**config.mk**
```make
export PLATFORM = sky130hd
export DESIGN_NAME = gpu_op_sequencer
export DESIGN_NICKNAME = d
export VERILOG_FILES = /design/src/rtl/gpu_op_sequencer.sv
export SDC_FILE = /design/constraint.sdc
export NUM_CORES = 1
export LEC_CHECK = 0
export CORE_MARGIN = 5
export CORE_UTILIZATION = 42
export DETAILED_ROUTE_END_ITERATION = 10
export GPL_ROUTABILITY_DRIVEN = 0
export HOLD_SLACK_MARGIN = 0.02
export PLACE_DENSITY = 0.81
export SYNTH_ARGS = -nofsm -noshare
export SYNTH_HDL_FRONTEND = slang
export SYNTH_SLANG_ARGS = --single-unit
export TNS_END_PERCENT = 1
```
**constraint.sdc**
```tcl
create_clock -name clk -period 2.3 [get_ports clk]
set_input_delay 0.345 -clock clk [delete_from_list [all_inputs] [get_ports clk]]
set_output_delay 0.345 -clock clk [all_outputs]
set_load 0.01 [all_outputs]
```
**src/rtl/gpu_op_sequencer.sv**
```systemverilog
// gpu_op_sequencer: frame-level scheduler sharing the GPU op FIFO write port
// among drawing clients, served strictly in index order (painter's algorithm).
package gpu_op_sequencer_pkg;
    typedef struct packed {
        logic [7:0]  opcode;
        logic [23:0] arg;
    } gpu_op_t;
endpackage

module gpu_op_sequencer
    import gpu_op_sequencer_pkg::*;
#(
    parameter int REQUESTERS  = 3,
    parameter int COUNT_WIDTH = 16,
    localparam int PW = REQUESTERS > 1 ? $clog2(REQUESTERS) : 1
) (
    input  logic                    clk,
    input  logic                    rst,
    input  logic                    ce,
    output logic [REQUESTERS-1:0]   req_start,
    input  logic [REQUESTERS-1:0]   req_valid,
    input  gpu_op_t [REQUESTERS-1:0] req_op,
    output logic [REQUESTERS-1:0]   req_ack,
    input  logic [REQUESTERS-1:0]   req_done,
    input  logic                    swap,
    output gpu_op_t                 op,
    output logic                    op_wr_en,
    input  logic                    op_full,
    output logic                    frame_ready,
    output logic [PW-1:0]           phase,
    output logic [COUNT_WIDTH-1:0]  frame_op_count
);
    typedef enum logic [2:0] {START, IDLE, WRITE, ACK, WAIT_SWAP} state_t;
    localparam logic [PW-1:0] LAST = PW'(REQUESTERS - 1);
    state_t state;
    always_ff @(posedge clk or posedge rst) begin
        if (rst) begin
            state          <= START;
            phase          <= '0;
            op             <= '0;
            op_wr_en       <= 1'b0;
            req_start      <= '0;
            req_ack        <= '0;
            frame_ready    <= 1'b0;
            frame_op_count <= '0;
        end else if (ce) begin
            // every pulse output lives for exactly one ce cycle unless re-set below
            req_start   <= '0;
            req_ack     <= '0;
            op_wr_en    <= 1'b0;
            frame_ready <= 1'b0;
            case (state)
                START: begin
                    req_start[phase] <= 1'b1;
                    state            <= IDLE;
                end
                IDLE: begin
                    if (req_valid[phase]) begin
                        op    <= req_op[phase];
                        state <= WRITE;
                    end else if (req_done[phase]) begin
                        if (phase == LAST) begin
                            frame_ready <= 1'b1;
                            state       <= WAIT_SWAP;
                        end else begin
                            phase <= phase + PW'(1);
                            state <= START;
                        end
                    end
                end
                WRITE: begin
                    if (!op_full) begin
                        op_wr_en       <= 1'b1;
                        req_ack[phase] <= 1'b1;
                        frame_op_count <= &frame_op_count ? frame_op_count
                                                          : frame_op_count + COUNT_WIDTH'(1);
                        state          <= ACK;
                    end
                end
                ACK: state <= IDLE;
                WAIT_SWAP: begin
                    if (swap) begin
                        phase          <= '0;
                        frame_op_count <= '0;
                        state          <= START;
                    end
                end
                default: state <= START;
            endcase
        end
    end
endmodule

```
==> summary.txt, run 1 <==
Setup path
  – Worst setup path endpoint: phase[1]
  – Worst EP arrival: 1.82 ns
  – Type of origin of the critical path: flop
  – Worst R2R Path Depth: 5
  – CP Max Fanout: 31
  – WS Path Type: flop to output pin
  – Reg-to-Reg End: frame_op_count[3]
  – Worst R2R Setup Slack: 0.19 ns
  – CP endpoint kind: output pin
  – Required time of the critical path: 1.96 ns
  – Critical R2R Launch: frame_op_count[0]
  – Crit path from: phase[1]

Run status
  – Outcome: completed

Flow run
  – Max-cap violations: 0

CTS
  – Worst-Skew Late Latency: 0.32 ns
  – Hold buffers post-CTS: 0
  – Root buf cell: clkbuf_8
  – Post-CTS Resized: 0
  – Clock Path Buffers: 2
  – TritonCTS buffer count: 9
  – H-tree depth: 3
  – Postcts setup bufs: 0
  – CTS sink cnt: 61
  – Clock-pin slew on the worst setup and hold paths: 0.07 ns
  – CTS tree: built

Floorplan
  – Core area: 8590 um2
  – Cell row count: 34
  – Die X: 103 um
  – Initial Utilization: 42.6%
  – Die Span Y: 103 um
  – I/O pin total: 165
  – Die ar.: 10700 um2

Pwr
  – VDD IR max: 613 uV
  – Switching Share: 38.2%
  – Seq pwr share: 31.3%
  – Cell Int Power: 3440 uW
  – Clock power share: 14.2%
  – Leakage Power: 0.00238 uW
  – Pwr Density: 998 nW/um2
  – Combinational power share: 54.5%
  – Switching power: 2130 uW

Place
  – DP HPWL: 9120 um
  – Number of port buffers: 164

STA
  – Layout Skew: 0.00996 ns
  – Final Max Slew Viols: 0
  – Setup tns final: 0 ns
  – Setup repair after global routing missed its margin: no
  – Relative slew slack: 68.9%
  – Fin. Hold Viols: 0
  – Period minus WS final: 2.17 ns
  – Final period utilization: 94.3%
  – # setup viols final: 0
  – F_max: 461 MHz
  – Worst slew pin tran: 0.466 ns

Synthesis
  – Synth Net Count: 485
  – Yosys reg bits: 61
  – Instance count of the mapped netlist: 374
  – Avg Cell Area, Syn: 9.80 um2
  – Area of the mapped netlist: 3660 um2
  – Seq/Total Area, Yosys: 41.7%
  – Yosys cell types: 47
  – YS warnings: 0

Finish
  – Fin util: 65.0%
  – Ant diodes: 0
  – Most common cell after layout, fill and taps aside: clkdlybuf4s50_1
  – Nets: 645
  – Layout area overhead: 52.5%
  – Commonest cells after routing, fill and taps aside: clkdlybuf4s50_1 (164), dfrtp_1 (60), o21ai_0 (50), nand2_1 (43), mux2i_1 (38)
  – Layout cell share with drive strength beyond 1: 13.0%

GRT
  – First-pass GRT wire length: 17500 um
  – Vias in the first global route: 3515
  – Initial antenna violation count: 0
  – Overflow after GRT: 0
  – Global Route Usage Sum: 21.2%
  – Pin count of the biggest net entering global routing: 42

Detailed routing
  – Routed WL per cell: 17.8 um
  – Routed WL: 11500 um
  – Drt pass-1 iters: 4
  – Iter 0 DRT Violations: 114
  – # DRC: 0
  – Vias: 3442
  – Detailed-route vias per instance: 5.33
  – Final ANT Viol Nets: 0

Hold path
  – Hold Path Class: primary input to asynchronous set/reset pin
==> metrics by stage <==
stage | hold WS (ns) | total power, uW | area (um2) | std cells | setup slack [ns]
floorplan | 0.549 | 3420 | 3660 | 374 | 0.182
global placement | 0.488 | 4710 | 5430 | 631 | 0.291
detailed placement | 0.493 | 4820 | 5430 | 631 | 0.199
CTS | 0.348 | 5630 | 5580 | 646 | 0.120
global route | 0.381 | 5970 | 5590 | 646 | 0.0144
finish | 0.349 | 5570 | 5590 | 646 | 0.132
==> flip-flops by register name, indices dropped and copies added, names as in the netlist <==
name            flops
op                 32
frame_op_count     16
req_ack             3
req_start           3
state               3
phase               2
frame_ready         1
op_wr_en            1
==> logic make-up after synthesis <==
| logic type | share of synthesized area [%] |
|---|---|
| buffers and inverters | 5.94 |
| AOI/OAI and AO/OA | 16.8 |
| adders and majority gates | 1.37 |
| DFF | 41.7 |
| and+or+nand+nor | 13.4 |
| muxes | 20.8 |
==> power by group through the flow <==
stage | clock network [uW] | registers, uW | logic (uW)
after floorplan | 0 | 1850 | 1580
after global placement | 0 | 1740 | 2970
after detailed placement | 0 | 1760 | 3060
after CTS | 811 | 1750 | 3070
after global routing | 869 | 1800 | 3300
final | 790 | 1750 | 3040
==> worst max-delay path: stages, from the launching register on <==
cell and delay (ns):
dfrtp_1 0.56, buf_4 0.34, clkdlybuf4s50_1 0.59
==> Yosys cell counts (all sizes together) <==
| library cell | n | area, um2 |
|---|---|---|
| clkbuf | 13 | 48.8 |
| mux2 | 34 | 383 |
| o22a | 4 | 35.0 |
| a2bb2oi | 7 | 61.3 |
| a31oi | 4 | 25.0 |
| a41oi | 1 | 8.76 |
| nor2 | 7 | 28.8 |
| buf | 15 | 90.1 |
| o22ai | 5 | 31.3 |
| nor2b | 4 | 25.0 |
| nand2 | 43 | 161 |
| nand2b | 2 | 12.5 |
| and3 | 3 | 18.8 |
| a21o | 2 | 15.0 |
| a211oi | 1 | 7.51 |
| and3b | 2 | 17.5 |
| inv | 21 | 78.8 |
| o21a | 1 | 7.51 |
| o211a | 1 | 10.0 |
| nor3 | 5 | 25.0 |
| o2bb2ai | 2 | 17.5 |
| a211o | 1 | 8.76 |
| a21boi | 2 | 15.0 |
| or3b | 1 | 11.3 |
| nand3 | 4 | 20.0 |
| or2 | 2 | 12.5 |
| nor4 | 1 | 6.26 |
| nor3b | 5 | 42.5 |
| nand4b | 2 | 17.5 |
| o2111a | 2 | 22.5 |
| nand4 | 7 | 43.8 |
| o31ai | 1 | 7.51 |
| and2 | 2 | 12.5 |
| ha | 4 | 50.1 |
| dfrtp | 61 | 1530 |
| o21ai | 50 | 250 |
| mux2i | 38 | 380 |
| a21oi | 2 | 13.8 |
| nand3b | 1 | 7.51 |
| o211ai | 7 | 52.6 |
| a2111oi | 1 | 27.5 |
| and4 | 3 | 26.3 |
==> area by class of cell <==
class                           count  area [um2]
Sequential cell                    61        1530
Tap cell                          108         135
Fill cell                         709        3010
Timing Repair Buffer              177        1760
Clock inverter                      5        28.8
Clock buffer                       10         128
Inverter                           21        78.8
Multi-Input combinational cell    264        1920
==> metal layers <==
| metal | vias up | wire length, um | GRT usage [%] |
|---|---|---|---|
| met5 | - | 0 | 0 |
| met4 | 0 | 212 | 7.77 |
| met3 | 16 | 550 | 4.09 |
| met2 | 102 | 6320 | 36.8 |
| met1 | 1662 | 4430 | 26.0 |
| li1 | 1662 | - | - |
==> how the worst min path moves through the flow <==
stage | from | end | slack, ns | cells after the start
finish | rst | op[7] | 0.35 | 2
global route | rst | op[7] | 0.38 | 2
CTS | rst | op[7] | 0.35 | 2
detailed placement | op[28] | op[28] | 0.49 | 1
global placement | op[18] | op[18] | 0.49 | 1
floorplan | op_wr_en | op_wr_en | 0.55 | 2
Power figures use the tool's default switching activity.
==> run 2, diff against run 1 <==
--- a/config.mk
+++ b/config.mk
@@ -5,11 +5,12 @@
 export SDC_FILE = /design/constraint.sdc
 export NUM_CORES = 1
 export LEC_CHECK = 0
+export ABC_CLOCK_PERIOD_IN_PS = 2300
 export CORE_MARGIN = 5
 export CORE_UTILIZATION = 42
 export DETAILED_ROUTE_END_ITERATION = 10
 export GPL_ROUTABILITY_DRIVEN = 0
-export HOLD_SLACK_MARGIN = 0.02
+export HOLD_SLACK_MARGIN = 0.12
 export PLACE_DENSITY = 0.81
 export SYNTH_ARGS = -nofsm -noshare
 export SYNTH_HDL_FRONTEND = slang
==> results of run 2 <==
Same layout as run 1: the final DEF is identical, and so are final timing and power.
==> run 3, diff against run 2 <==
--- a/config.mk
+++ b/config.mk
@@ -5,7 +5,7 @@
 export SDC_FILE = /design/constraint.sdc
 export NUM_CORES = 1
 export LEC_CHECK = 0
-export ABC_CLOCK_PERIOD_IN_PS = 2300
+export ABC_CLOCK_PERIOD_IN_PS = 2100
 export CORE_MARGIN = 5
 export CORE_UTILIZATION = 42
 export DETAILED_ROUTE_END_ITERATION = 10
==> constraint.sdc (replaced) <==
create_clock -name clk -period 2.1 [get_ports clk]
set_input_delay 0.315 -clock clk [delete_from_list [all_inputs] [get_ports clk]]
set_output_delay 0.315 -clock clk [all_outputs]
set_load 0.01 [all_outputs]
==> run 3 against run 2 <==
Net effect: clock skew down 0.00085 ns; flip-flop and latch count unchanged; total power up 13%; clock-buffer cell count rose by 2; register-to-register slack gained 0.07 ns; clock power up 29%; critical endpoint unchanged; final area is 1.6% higher; die area is the same; largest cell class unchanged; cell count up 0.77%; first-iteration DRC count rose by 55%; highest routed layer unchanged; combinational power up 12%.
==> summary.txt, run 3 (synthesis results as in run 1) <==
CTS
  – CTS sink cnt: 61 (unchanged)
  – CTS tree: built
  – Post-CTS Resized: 0 (unchanged)
  – Root buf cell: clkbuf_8
  – Hold buffers post-CTS: 0 (unchanged)
  – TritonCTS buffer count: 9 (unchanged)
  – Clock-pin slew on the worst setup and hold paths: 0.07 ns (about the same)
  – Postcts setup bufs: 0 (unchanged)
  – Clock Path Buffers: 2 (unchanged)
  – H-tree depth: 3 (unchanged)
  – Worst-Skew Late Latency: 0.33 ns (about the same)

STA
  – Layout Skew: 0.00911 ns (-0.000854 ns)
  – Relative slew slack: 65.5% (-3.4 points)
  – Setup tns final: 0 ns (unchanged)
  – Fin. Hold Viols: 0 (unchanged)
  – Setup repair after global routing missed its margin: no
  – Worst slew pin tran: 0.517 ns (+0.0511 ns)
  – Hold WS: 0.348 ns (-0.000920 ns)
  – Final Max Slew Viols: 0 (unchanged)
  – Period minus WS final: 1.97 ns
  – # setup viols final: 0 (unchanged)
  – F_max: 509 MHz
  – Final period utilization: 93.6%

GRT
  – Vias in the first global route: 3525 (+0.28%)
  – Pin count of the biggest net entering global routing: 33 (-21%)
  – Initial antenna violation count: 0 (unchanged)
  – Global Route Usage Sum: 21.1% (-0.079 points)
  – Overflow after GRT: 0 (unchanged)
  – First-pass GRT wire length: 17700 um (+0.99%)

Pwr
  – VDD IR max: 620 uV (+1.1%)
  – Leakage Power: 0.00242 uW (+1.7%)
  – Pwr Density: 1110 nW/um2 (+12%)
  – Power, Total: 6330 uW (+13%)

Detailed routing
  – Top routing layer in use: met4
  – Vias: 3464 (+0.64%)
  – Routed WL: 11300 um (-1.4%)
  – Final ANT Viol Nets: 0 (unchanged)
  – Iter 0 DRT Violations: 177 (+55%)
  – M1 WL: 4640 um (+4.8%)
  – Met3 wire length: 543 um (-1.3%)
  – Met2 wire len: 6030 um (-4.5%)
  – Routed WL per cell: 17.4 um (-2.2%)
  – Drt pass-1 iters: 4 (unchanged)
  – # DRC: 0 (unchanged)
  – Detailed-route vias per instance: 5.32 (-0.13%)

Setup path
  – CP Max Fanout: 11 (-65%)
  – Type of origin of the critical path: flop
  – Slowest stage delay, CP: 0.56 ns (-0.03 ns)
  – Worst path slowest cell: dfrtp_1
  – WS Path Type: flop to output pin
  – Worst R2R Setup Slack: 0.26 ns (+0.07 ns)
  – Worst EP arrival: 1.65 ns (-0.17 ns)
  – CP endpoint kind: output pin
  – CP cell instances: buf_4, clkdlybuf4s50_1
  – Required time of the critical path: 1.78 ns (-0.18 ns)

Finish
  – Largest register FFs: 32 (unchanged)
  – Final Cell Area: 5680 um2 (+1.6%)
  – Most common cell after layout, fill and taps aside: clkdlybuf4s50_1
  – Nets: 649 (+0.62%)
  – Leading registers by flop count: op x32, frame_op_count x16
  – Commonest cells after routing, fill and taps aside: clkdlybuf4s50_1 (164), dfrtp_1 (60), o21ai_0 (50), nand2_1 (43), mux2i_1 (38)
  – Layout area overhead: 54.9%
  – Layout cell share with drive strength beyond 1: 13.4% (+0.43 points)
  – Biggest register: op
  – Ant diodes: 0 (unchanged)

Floorplan
  – Initial Utilization: 42.6% (unchanged)
  – Die ar.: 10700 um2 (unchanged)
  – I/O pin total: 165 (unchanged)
  – Die Span Y: 103 um (unchanged)
  – Cell row count: 34 (unchanged)
  – Core area: 8590 um2 (unchanged)
  – Die X: 103 um (unchanged)

Place
  – Number of port buffers: 164 (unchanged)
  – DP HPWL: 8950 um (-1.9%)
  – Placed Instance Area: 5480 um2 (+1.0%)

Flow run
  – Max-cap violations: 0 (unchanged)

Hold path
  – Hold Path Class: primary input to asynchronous set/reset pin

Run status
  – Outcome: completed
## run 3: changes by cell type in the layout (fill, tap and decap cells not counted)
cell        before  now
clkinv_4         1    0
clkinv_2         4    2
buf_4           11   13
buf_12           2    4
clkinvlp_4       0    1
clkbuf_1         1    2
bufinv_16        0    1
and4_1           2    3
and4_2           1    0
clkbuf_8         9   10
## run 3: area by class of cell
class,instances,area (um2)
clock buffers,12,145
clock inverters,4,47.5
fillers,687,2920
inverters,21,78.8
multi-input cells,264,1920
flip-flops and latches,61,1530
well taps,108,135
repair buffers,181,1820
## run 3: path summary, 6_finish.rpt
check | start | endpoint | depth (start not counted)
worst max-delay path | phase[1] | phase[1] | 2
worst min-delay path | rst | frame_op_count[10] | 2
worst max register to register | frame_op_count[1] | frame_op_count[10] | 5
worst min register to register | op[19] | op[19] | 1
max in group asynchronous | rst | phase[0] | 3
min in group clk | op[19] | op[19] | 1
## run 3: through the flow
step	setup WS, ns	cells	utilization [%]
final	0.135	651	66.0
after global routing	0.0566	651	66.0
after CTS	0.103	651	66.0
after detailed placement	0.0284	635	63.8
after global placement	0.0827	635	63.8
after floorplan	0.0512	374	-
## run 3: critical path: cells and delay by family, from the launching register on
family	cells	cell delay [ns]
flops	1	0.56
buf+inv	2	0.77
## run 3: power breakdown
group          total, uW  leakage [uW]  switching [uW]  internal (uW)
Clock               1020     0.0000964             446            578
Sequential          1910      0.000755             320           1590
Combinational       3400       0.00157            1580           1820
Total               6330       0.00242            2340           3980
## run 3: layer usage
metal / global-route usage, % / vias to the layer above
met5: 0 / -
li1: - / 1670
met1: 27.5 / 1681
met4: 5.58 / 0
met3: 3.49 / 11
met2: 36.3 / 102
